$ cat config.mk
export PLATFORM = sky130hd
export DESIGN_NAME = inst_fetch
export DESIGN_NICKNAME = d
export VERILOG_FILES = /design/src/rtl/fetch_pkg.sv /design/src/rtl/fetch_buf.sv /design/src/rtl/inst_fetch.sv
export SDC_FILE = /design/constraint.sdc
export NUM_CORES = 1
export LEC_CHECK = 0
export CAP_MARGIN = 20
export CORE_AREA = 2 2 171 173
export CTS_CLUSTER_DIAMETER = 30
export DETAILED_ROUTE_END_ITERATION = 7
export DIE_AREA = 0 0 173 175
export SLEW_MARGIN = 15
export SYNTH_ARGS = -nofsm -noshare
export SYNTH_HDL_FRONTEND = slang
export SYNTH_SLANG_ARGS = --single-unit
$ cat constraint.sdc
create_clock -name clk -period 3.66 [get_ports clk]
set_clock_uncertainty 0.15 [all_clocks]
set_input_delay 0.732 -clock clk [delete_from_list [all_inputs] [get_ports clk]]
set_output_delay 0.732 -clock clk [all_outputs]
set_load 0.05 [all_outputs]
$ cat src/rtl/fetch_pkg.sv
// Shared types and constants for the instruction-fetch front end.
package fetch_pkg;

  localparam int INST_W          = 32;
  localparam int ADDR_W          = 32;
  localparam int FETCH_BUF_DEPTH = 2;
  localparam int CNT_W           = $clog2(FETCH_BUF_DEPTH + 1);

  // One fetched instruction together with the address it came from.
  typedef struct packed {
    logic [ADDR_W-1:0] pc;
    logic [INST_W-1:0] inst;
  } fetch_entry_t;

  localparam int ENTRY_W = $bits(fetch_entry_t);

  // Front-end state, decoded from buffer occupancy and the fault flag.
  typedef enum logic [1:0] {
    ST_EMPTY,
    ST_ONE,
    ST_FULL,
    ST_HALT
  } fetch_state_t;

  // A fetch address is bad when it is not word aligned or lies past the memory.
  function automatic logic addr_bad(input logic [ADDR_W-1:0] addr,
                                    input logic [ADDR_W:0]   limit);
    return (addr[1:0] != 2'b00) || ({1'b0, addr} >= limit);
  endfunction

endpackage

$ cat src/rtl/fetch_buf.sv
// Two-entry FIFO of {pc, inst} pairs between the fetch stage and decode.
// Flush wins over push; a pop on an empty buffer is ignored.
module fetch_buf
  import fetch_pkg::*;
(
  input  logic             clk,
  input  logic             rst_n,
  input  logic             push,
  input  logic             pop,
  input  logic             flush,
  input  fetch_entry_t     din,
  output logic [CNT_W-1:0] count,
  output fetch_entry_t     head,
  output logic             full
);

  logic [CNT_W-1:0]   count_q;
  logic [ENTRY_W-1:0] head_q;
  logic [ENTRY_W-1:0] tail_q;
  logic               do_pop;
  logic               do_push;

  assign full    = (count_q == CNT_W'(FETCH_BUF_DEPTH));
  assign do_pop  = pop && (count_q != '0);
  assign do_push = push && (!full || do_pop);

  // Occupancy and slot update: head slot always holds the oldest entry.
  always_ff @(posedge clk or negedge rst_n) begin
    if (!rst_n) begin
      // NOTE: the data slots are reset too because out_pc/out_inst have a defined reset value.
      count_q <= '0;
      head_q  <= '0;
      tail_q  <= '0;
    end else if (flush) begin
      count_q <= '0;
    end else begin
      // NOTE: non-blocking assignments let head_q take the old tail_q in the same edge that tail_q is rewritten.
      case ({do_push, do_pop})
        2'b10: begin
          if (count_q == '0) head_q <= din;
          else               tail_q <= din;
          count_q <= count_q + CNT_W'(1);
        end
        2'b01: begin
          head_q  <= tail_q;
          count_q <= count_q - CNT_W'(1);
        end
        2'b11: begin
          if (count_q == CNT_W'(1)) begin
            head_q <= din;
          end else begin
            head_q <= tail_q;
            tail_q <= din;
          end
        end
        default: ;
      endcase
    end
  end

  assign count = count_q;
  assign head  = fetch_entry_t'(head_q);

endmodule

$ cat src/rtl/inst_fetch.sv
// Instruction-fetch front end: PC register, fetch enable, fault tracking and
// a two-entry buffer presenting a valid/ready instruction stream to decode.
module inst_fetch
  import fetch_pkg::*;
#(
  parameter logic [ADDR_W-1:0] RESET_PC   = 32'h0000_0000,
  parameter int                IMEM_DEPTH = 256
) (
  input  logic              clk,
  input  logic              rst_n,
  output logic [ADDR_W-1:0] pc_out,
  input  logic [INST_W-1:0] ir,
  input  logic              redirect_valid,
  input  logic [ADDR_W-1:0] redirect_target,
  output logic              out_valid,
  input  logic              out_ready,
  output logic [ADDR_W-1:0] out_pc,
  output logic [INST_W-1:0] out_inst,
  output logic              fault
);

  // First byte address past the instruction memory.
  localparam logic [ADDR_W:0] PC_LIMIT = (ADDR_W + 1)'(IMEM_DEPTH) * (ADDR_W + 1)'(4);

  logic [ADDR_W-1:0] pc_q;
  logic [ADDR_W-1:0] pc_next;
  logic              fault_q;
  logic [CNT_W-1:0]  buf_count;
  logic              buf_full;
  fetch_entry_t      buf_head;
  fetch_entry_t      fetch_entry;
  fetch_state_t      state;
  logic              pop;
  logic              fetch_en;

  assign pc_next     = pc_q + ADDR_W'(4);
  assign pop         = out_valid && out_ready;
  assign fetch_entry = '{pc: pc_q, inst: ir};

  // State decode and fetch enable; the state itself lives in count and fault.
  always_comb begin
    // NOTE: every output of this block gets a default first so no path leaves it holding a value (no latch).
    state    = ST_ONE;
    fetch_en = 1'b0;
    if (fault_q)                state = ST_HALT;
    else if (buf_full)          state = ST_FULL;
    else if (buf_count == '0)   state = ST_EMPTY;
    if (!redirect_valid) begin
      case (state)
        ST_EMPTY, ST_ONE: fetch_en = 1'b1;
        ST_FULL:          fetch_en = pop;
        default:          fetch_en = 1'b0;
      endcase
    end
  end

  // PC and sticky fault: redirect first, then sequential advance.
  always_ff @(posedge clk or negedge rst_n) begin
    if (!rst_n) begin
      pc_q    <= RESET_PC;
      fault_q <= 1'b0;
    end else if (redirect_valid) begin
      pc_q    <= redirect_target;
      fault_q <= addr_bad(redirect_target, PC_LIMIT);
    end else if (fetch_en) begin
      pc_q <= pc_next;
      if ({1'b0, pc_next} >= PC_LIMIT) fault_q <= 1'b1;
    end
  end

  fetch_buf u_buf (
    .clk   (clk),
    .rst_n (rst_n),
    .push  (fetch_en),
    .pop   (pop),
    .flush (redirect_valid),
    .din   (fetch_entry),
    .count (buf_count),
    .head  (buf_head),
    .full  (buf_full)
  );

  assign pc_out    = pc_q;
  assign fault     = fault_q;
  assign out_valid = (buf_count != '0);
  assign out_pc    = buf_head.pc;
  assign out_inst  = buf_head.inst;

endmodule

* After elaboration in Yosys (flattened, before gate mapping)
Index checks and enable logic that the tools add are counted.
** Word-level totals
- Bits in registers :: 163
- Bits of input ports :: 68
- Word-level logic and storage cells :: 58
** Operators by class
- Add/subtract/negate cells :: 3
- $lt $le $gt $ge :: 2
- Equality and inequality tests :: 10
- Muxes and demuxes :: 18
- Bitwise operators :: 1
- Reductions and logical operators :: 19
** Operators with widths (count)
- $mux W64 :: 4
- $pmux W64 S3 :: 1
- $pmux W64 S2 :: 1
- $ge A32 B11 Y1 const B :: 2
- $mux W32 :: 2
- $add A32 B3 Y32 const B :: 1
- $reduce_bool A2 Y1 :: 5
- $eq A2 B2 Y1 const B :: 4
- $eq A2 B1 Y1 const B :: 3
- $mux W2 :: 3
- $ne A2 B2 Y1 const B :: 3
- $reduce_bool A3 Y1 :: 2
- $mux W1 :: 5
- $logic_not A2 Y1 :: 2
- $pmux W2 S2 :: 1
- $reduce_and A4 Y1 :: 1
- $logic_and A1 B1 Y1 :: 3
- $reduce_and A3 Y1 :: 1
- $add A2 B1 Y2 const B :: 1
- $logic_or A1 B1 Y1 :: 2
- $pmux W1 S2 :: 1
- $reduce_and A2 Y1 :: 1
- $reduce_or A2 Y1 :: 1
- $sub A2 B1 Y2 const B :: 1
- other kinds (2) :: 2

* Logic depth before layout (Yosys ltp)
- Word-level depth :: 12
- Gate-level depth with buffers :: 10

* Cells and area by module
From an unflattened synthesis, not the netlist that was laid out.
** Second synthesis, totals
- Cell total of the unflattened synthesis :: 719
- Area total of the unflattened synthesis :: 7930.1 um^2
** Modules (own cells, without submodules)
- fetch_buf :: times used 1, cells an instance 436, area each 5591.6 um^2, sequential area each 3253.1 um^2
- inst_fetch :: times used 1, cells an instance 283, area each 2338.5 um^2, sequential area each 825.8 um^2

* Worst setup path before layout
Ideal clock, no wire load.
- Kind :: input to register
- From :: in redirect_valid
- To :: reg u_buf.tail_q[29]
- Setup time :: 125 ps
- Arrival :: 2244 ps
- Required time :: 3385 ps
- Setup slack :: 1142 ps
- Cell stages on the path :: 4
- Buffers on the path :: 1
- Path through :: or2_2 > a2111oi_4 > buf_6 > mux2_2
** Between the ends
- Word-level cells in the longest chain between the ends :: 5
- Elaborated cells between the ends (all ways) :: 10
** Ends and longest elaborated chain
- from (decl) :: line inst_fetch.sv:13 : input logic redirect_valid,
- $mux W1 :: line inst_fetch.sv:48 : if (!redirect_valid) begin
- $logic_and A1 B1 Y1 :: line fetch_buf.sv:25 : assign do_push = push && (!full || do_pop);
- $eq A2 B2 Y1 :: line fetch_buf.sv:38 : case ({do_push, do_pop})
- $ne A2 B2 Y1 (no line) or $reduce_bool A2 Y1 (tied branches)
- $reduce_and A4 Y1 (no line)
- to (signal assigned) :: line fetch_buf.sv:41 : else tail_q <= din;
- to (signal assigned) :: line fetch_buf.sv:53 : tail_q <= din;
- to (decl) :: line fetch_buf.sv:19 : logic [ENTRY_W-1:0] tail_q;
Parallel ways exist; a longest one is shown, timed or not.
A chain may end at the register's enable or synchronous reset.

* Worst setup path after layout
- From :: reg u_buf.count_q[0] (netlist: u_buf.count[0])
- To :: out out_valid
** Between the ends
- Word-level cells in the longest chain between the ends :: 1
** Ends and longest elaborated chain
- from (decl) :: line fetch_buf.sv:17 : logic [CNT_W-1:0] count_q;
- from (signal assigned) :: line fetch_buf.sv:42 : count_q <= count_q + CNT_W'(1);
- from (signal assigned) :: line fetch_buf.sv:46 : count_q <= count_q - CNT_W'(1);
- $reduce_bool A2 Y1 :: line inst_fetch.sv:85 : assign out_valid = (buf_count != '0);
- to (decl) :: line inst_fetch.sv:15 : output logic out_valid,
Every way passes these cells.

==> impl_metrics.toml <==
[outcome]
status = "complete, no violations"

[synthesis]
synth-warning-count = 0
syn_avg_cell_area_um2 = 10.8
synth-main-ff-cell = "sky130_fd_sc_hd__dfrtp_1"
post_synth_num_cell_types = 47
most_area_consuming_cells_after_synthesis = "sky130_fd_sc_hd__dfrtp_1, sky130_fd_sc_hd__mux2_2, sky130_fd_sc_hd__mux2i_1"
synthesis.area_mm2 = 0.00786
post-synth-top-area-fraction = 0.519
synth_async_sr_flop_share = 1.00
synth_edf_count = 0
synth_net_count = 797
yosysTopAreaCell = "sky130_fd_sc_hd__dfrtp_1"
synth_seq_cells = 163
synth.yosys.seq_area_share = 0.519
syn_inst = 725

[clock_tree]
tritoncts = "built"
cts_setup_buffers = 0
tritoncts.num_buffers = 17
clkSlewWorstSetupHoldPaths_ns = 0.06
clk_latency_ns = 0.42
clock_tree.buffer_depth = 2
hold_buffers = 0
clockRootBuffer = "sky130_fd_sc_hd__clkbuf_16"
post_cts.resized_instances = 0
h-tree-depth = 4
clock_sink_count = 163

[layout]
design.final.nets = 937
final_layout_size_suffix_gt1_frac = 0.139
flow.area_growth_from_synthesis_pct = 32.7
fill_cells = 2866
design_area_mm2 = 0.0104
final_cell_mix = "sky130_fd_sc_hd__dfrtp_1, sky130_fd_sc_hd__clkdlybuf4s50_1, sky130_fd_sc_hd__nor2_1"
final_core_utilization = 0.367

[die]
core_area_mm2 = 0.0284
initial_util = 0.277
placement_rows = 62
height_of_the_die_um = 175
floorplan.io_pins = 166
fp.dieArea_mm2 = 0.0303
fp.dieW_um = 173

[routing]
drt_wl_total_um = 20100
detail_route.first_pass.iterations = 4
postRouteAntennaNets = 0
drt_iter0_markers = 292
total_number_of_vias = 5863
detail_route.vias_per_cell = 4.64
drc = 0
post_drt_wl_per_cell_um = 15.9

[min_path]
worstHoldPathType = "in -> async"

[place]
dpl-instance-area_mm2 = 0.00986
gp_congestion = 0.829
port-buffer-count = 165
place_ws_ns = 0.656
hpwl_um = 13900

[flow_run]
timing.max_cap.violations = 0

[timing]
final_min_period_over_clock_period = 0.805
rsz_0062_raised_after_global_routing = "false"
setup_ws_ns = 0.715
final_max_slew_viol_count = 0
fmax_mhz = 340
hold_viol = 0
slew_headroom = 0.536
setup-violations-final = 0
fin_crit_ns = 2.94
totalNegativeSetupSlack_ns = 0
worst_slew_pin_slew_ns = 0.696

[worst_setup_path]
startpoint_type = "register"
cp.required_ns = 2.78
critical_path_arrival_ns = 2.06
crit_path_capture_type = "output pin"
path_class = "reg -> out"
worst-path-max-fanout = 3

[global_routing]
maximum_number_of_pins_on_one_net_before_global_route_repair = 129
overflow_left_after_global_routing = 0
grt_antenna_before_repair = 1
grt_usage = 0.135
number_of_global_route_vias_before_repair = 5755
grt_first_pass_wirelength_um = 32500

[power]
leakagePower_nw = 4.14
max-vdd-ir-drop_mv = 0.312
pwr_density_cell_mw_per_mm2 = 702
report.power.total_w = 0.00732
==> per-stage QoR <==
stage / hold WS [ns] / instances
5_1_grt: 0.179 / 1262
3_5_place_dp: 0.329 / 1230
2_1_floorplan: 0.286 / 725
4_1_cts: 0.165 / 1262
3_3_place_gp: 0.319 / 1230
6_report: 0.133 / 1263
==> where the power goes <==
| part | leakage (nW) | switching, W | total (W) | internal (W) |
|---|---|---|---|---|
| clock | 0.277 | 0.000792 | 0.00176 | 0.000963 |
| sequential | 2.03 | 0.000280 | 0.00250 | 0.00222 |
| combinational | 1.83 | 0.00202 | 0.00307 | 0.00105 |
| total | 4.14 | 0.00310 | 0.00732 | 0.00423 |
==> state kept, by name (all words and copies together), names as in the netlist <==
name and cells:
fault 1, pc_out 32, u_buf.count 2, u_buf.head 64, u_buf.tail_q 64
==> kinds of logic (layout without fill, tap and decap cells) <==
kind of cell             after synthesis  after routing  synth area share
flip-flops                           163            163             0.519
adder cells (fa/ha/maj)                4              4           0.00637
AO/OA/AOI/OAI                        128            128            0.0919
XOR/XNOR                              34             34            0.0379
AND/OR/NAND/NOR                      200            200             0.123
other                                  0              1                 0
multiplexers                         133            133             0.180
buffers and inverters                 63            216            0.0423
==> metal layers <==
layer / share of wire / GRT usage / up-vias
li1: - / - / 2831
met1: 0.47 / 0.188 / 2859
met2: 0.46 / 0.209 / 156
met3: 0.058 / 0.0335 / 17
met4: 0.012 / 0.0381 / 0
met5: 0 / 0 / -
==> path summary, 6_finish.rpt <==
path                                        from               end  slack, ns  cells past startpoint
worst max-delay path              u_buf.count[0]         out_valid       0.72                      4
worst min-delay path                       rst_n     u_buf.head[5]       0.13                      1
worst max register to register        pc_out[11]             fault       1.07                      6
worst min register to register  u_buf.tail_q[27]  u_buf.tail_q[27]       0.34                      1
max in group asynchronous                  rst_n    u_buf.head[57]       2.42                      2
min in group clk                u_buf.tail_q[27]  u_buf.tail_q[27]       0.34                      1
==> layout make-up <==
cell class / count / area [µm²] / share of cell area
flip-flops and latches: 163 / 4080 / 0.391
well taps: 384 / 480 / 0.0461
clock inverters: 14 / 130 / 0.0125
diodes: 1 / 2.50 / 0.000240
clock buffers: 18 / 439 / 0.0421
inverters: 5 / 18.8 / 0.00180
multi-input cells: 499 / 3470 / 0.333
repair buffers: 179 / 1800 / 0.173
==> synth_stat cells, types with 2 or more instances <==
cell	n
sky130_fd_sc_hd__nand2_1	45
sky130_fd_sc_hd__buf_2	23
sky130_fd_sc_hd__nor3_1	4
sky130_fd_sc_hd__buf_4	4
sky130_fd_sc_hd__and3_1	9
sky130_fd_sc_hd__a211oi_1	5
sky130_fd_sc_hd__mux2_1	3
sky130_fd_sc_hd__and4_1	5
sky130_fd_sc_hd__dfrtp_1	163
sky130_fd_sc_hd__o22ai_1	2
sky130_fd_sc_hd__buf_6	7
sky130_fd_sc_hd__or2_2	2
sky130_fd_sc_hd__ha_1	4
sky130_fd_sc_hd__xor2_1	15
sky130_fd_sc_hd__nor4_1	7
sky130_fd_sc_hd__o211ai_1	2
sky130_fd_sc_hd__inv_1	5
sky130_fd_sc_hd__a21oi_1	74
sky130_fd_sc_hd__o31ai_1	4
sky130_fd_sc_hd__clkbuf_1	24
sky130_fd_sc_hd__mux2i_1	67
sky130_fd_sc_hd__nor2b_1	5
sky130_fd_sc_hd__mux2_2	63
sky130_fd_sc_hd__nor2_1	80
sky130_fd_sc_hd__nand3_1	14
sky130_fd_sc_hd__o21ai_0	32
sky130_fd_sc_hd__and2_1	4
sky130_fd_sc_hd__or4_1	3
sky130_fd_sc_hd__nand4_1	14
sky130_fd_sc_hd__xnor2_1	19
==> critical path: stages, from the launching register on <==
cell and delay (ns):
sky130_fd_sc_hd__dfrtp_1 0.40, sky130_fd_sc_hd__inv_1 0.08, sky130_fd_sc_hd__ha_1 0.25, sky130_fd_sc_hd__inv_1 0.09
sky130_fd_sc_hd__clkdlybuf4s50_1 0.83
No activity file was read; power rests on OpenSTA's default activity.
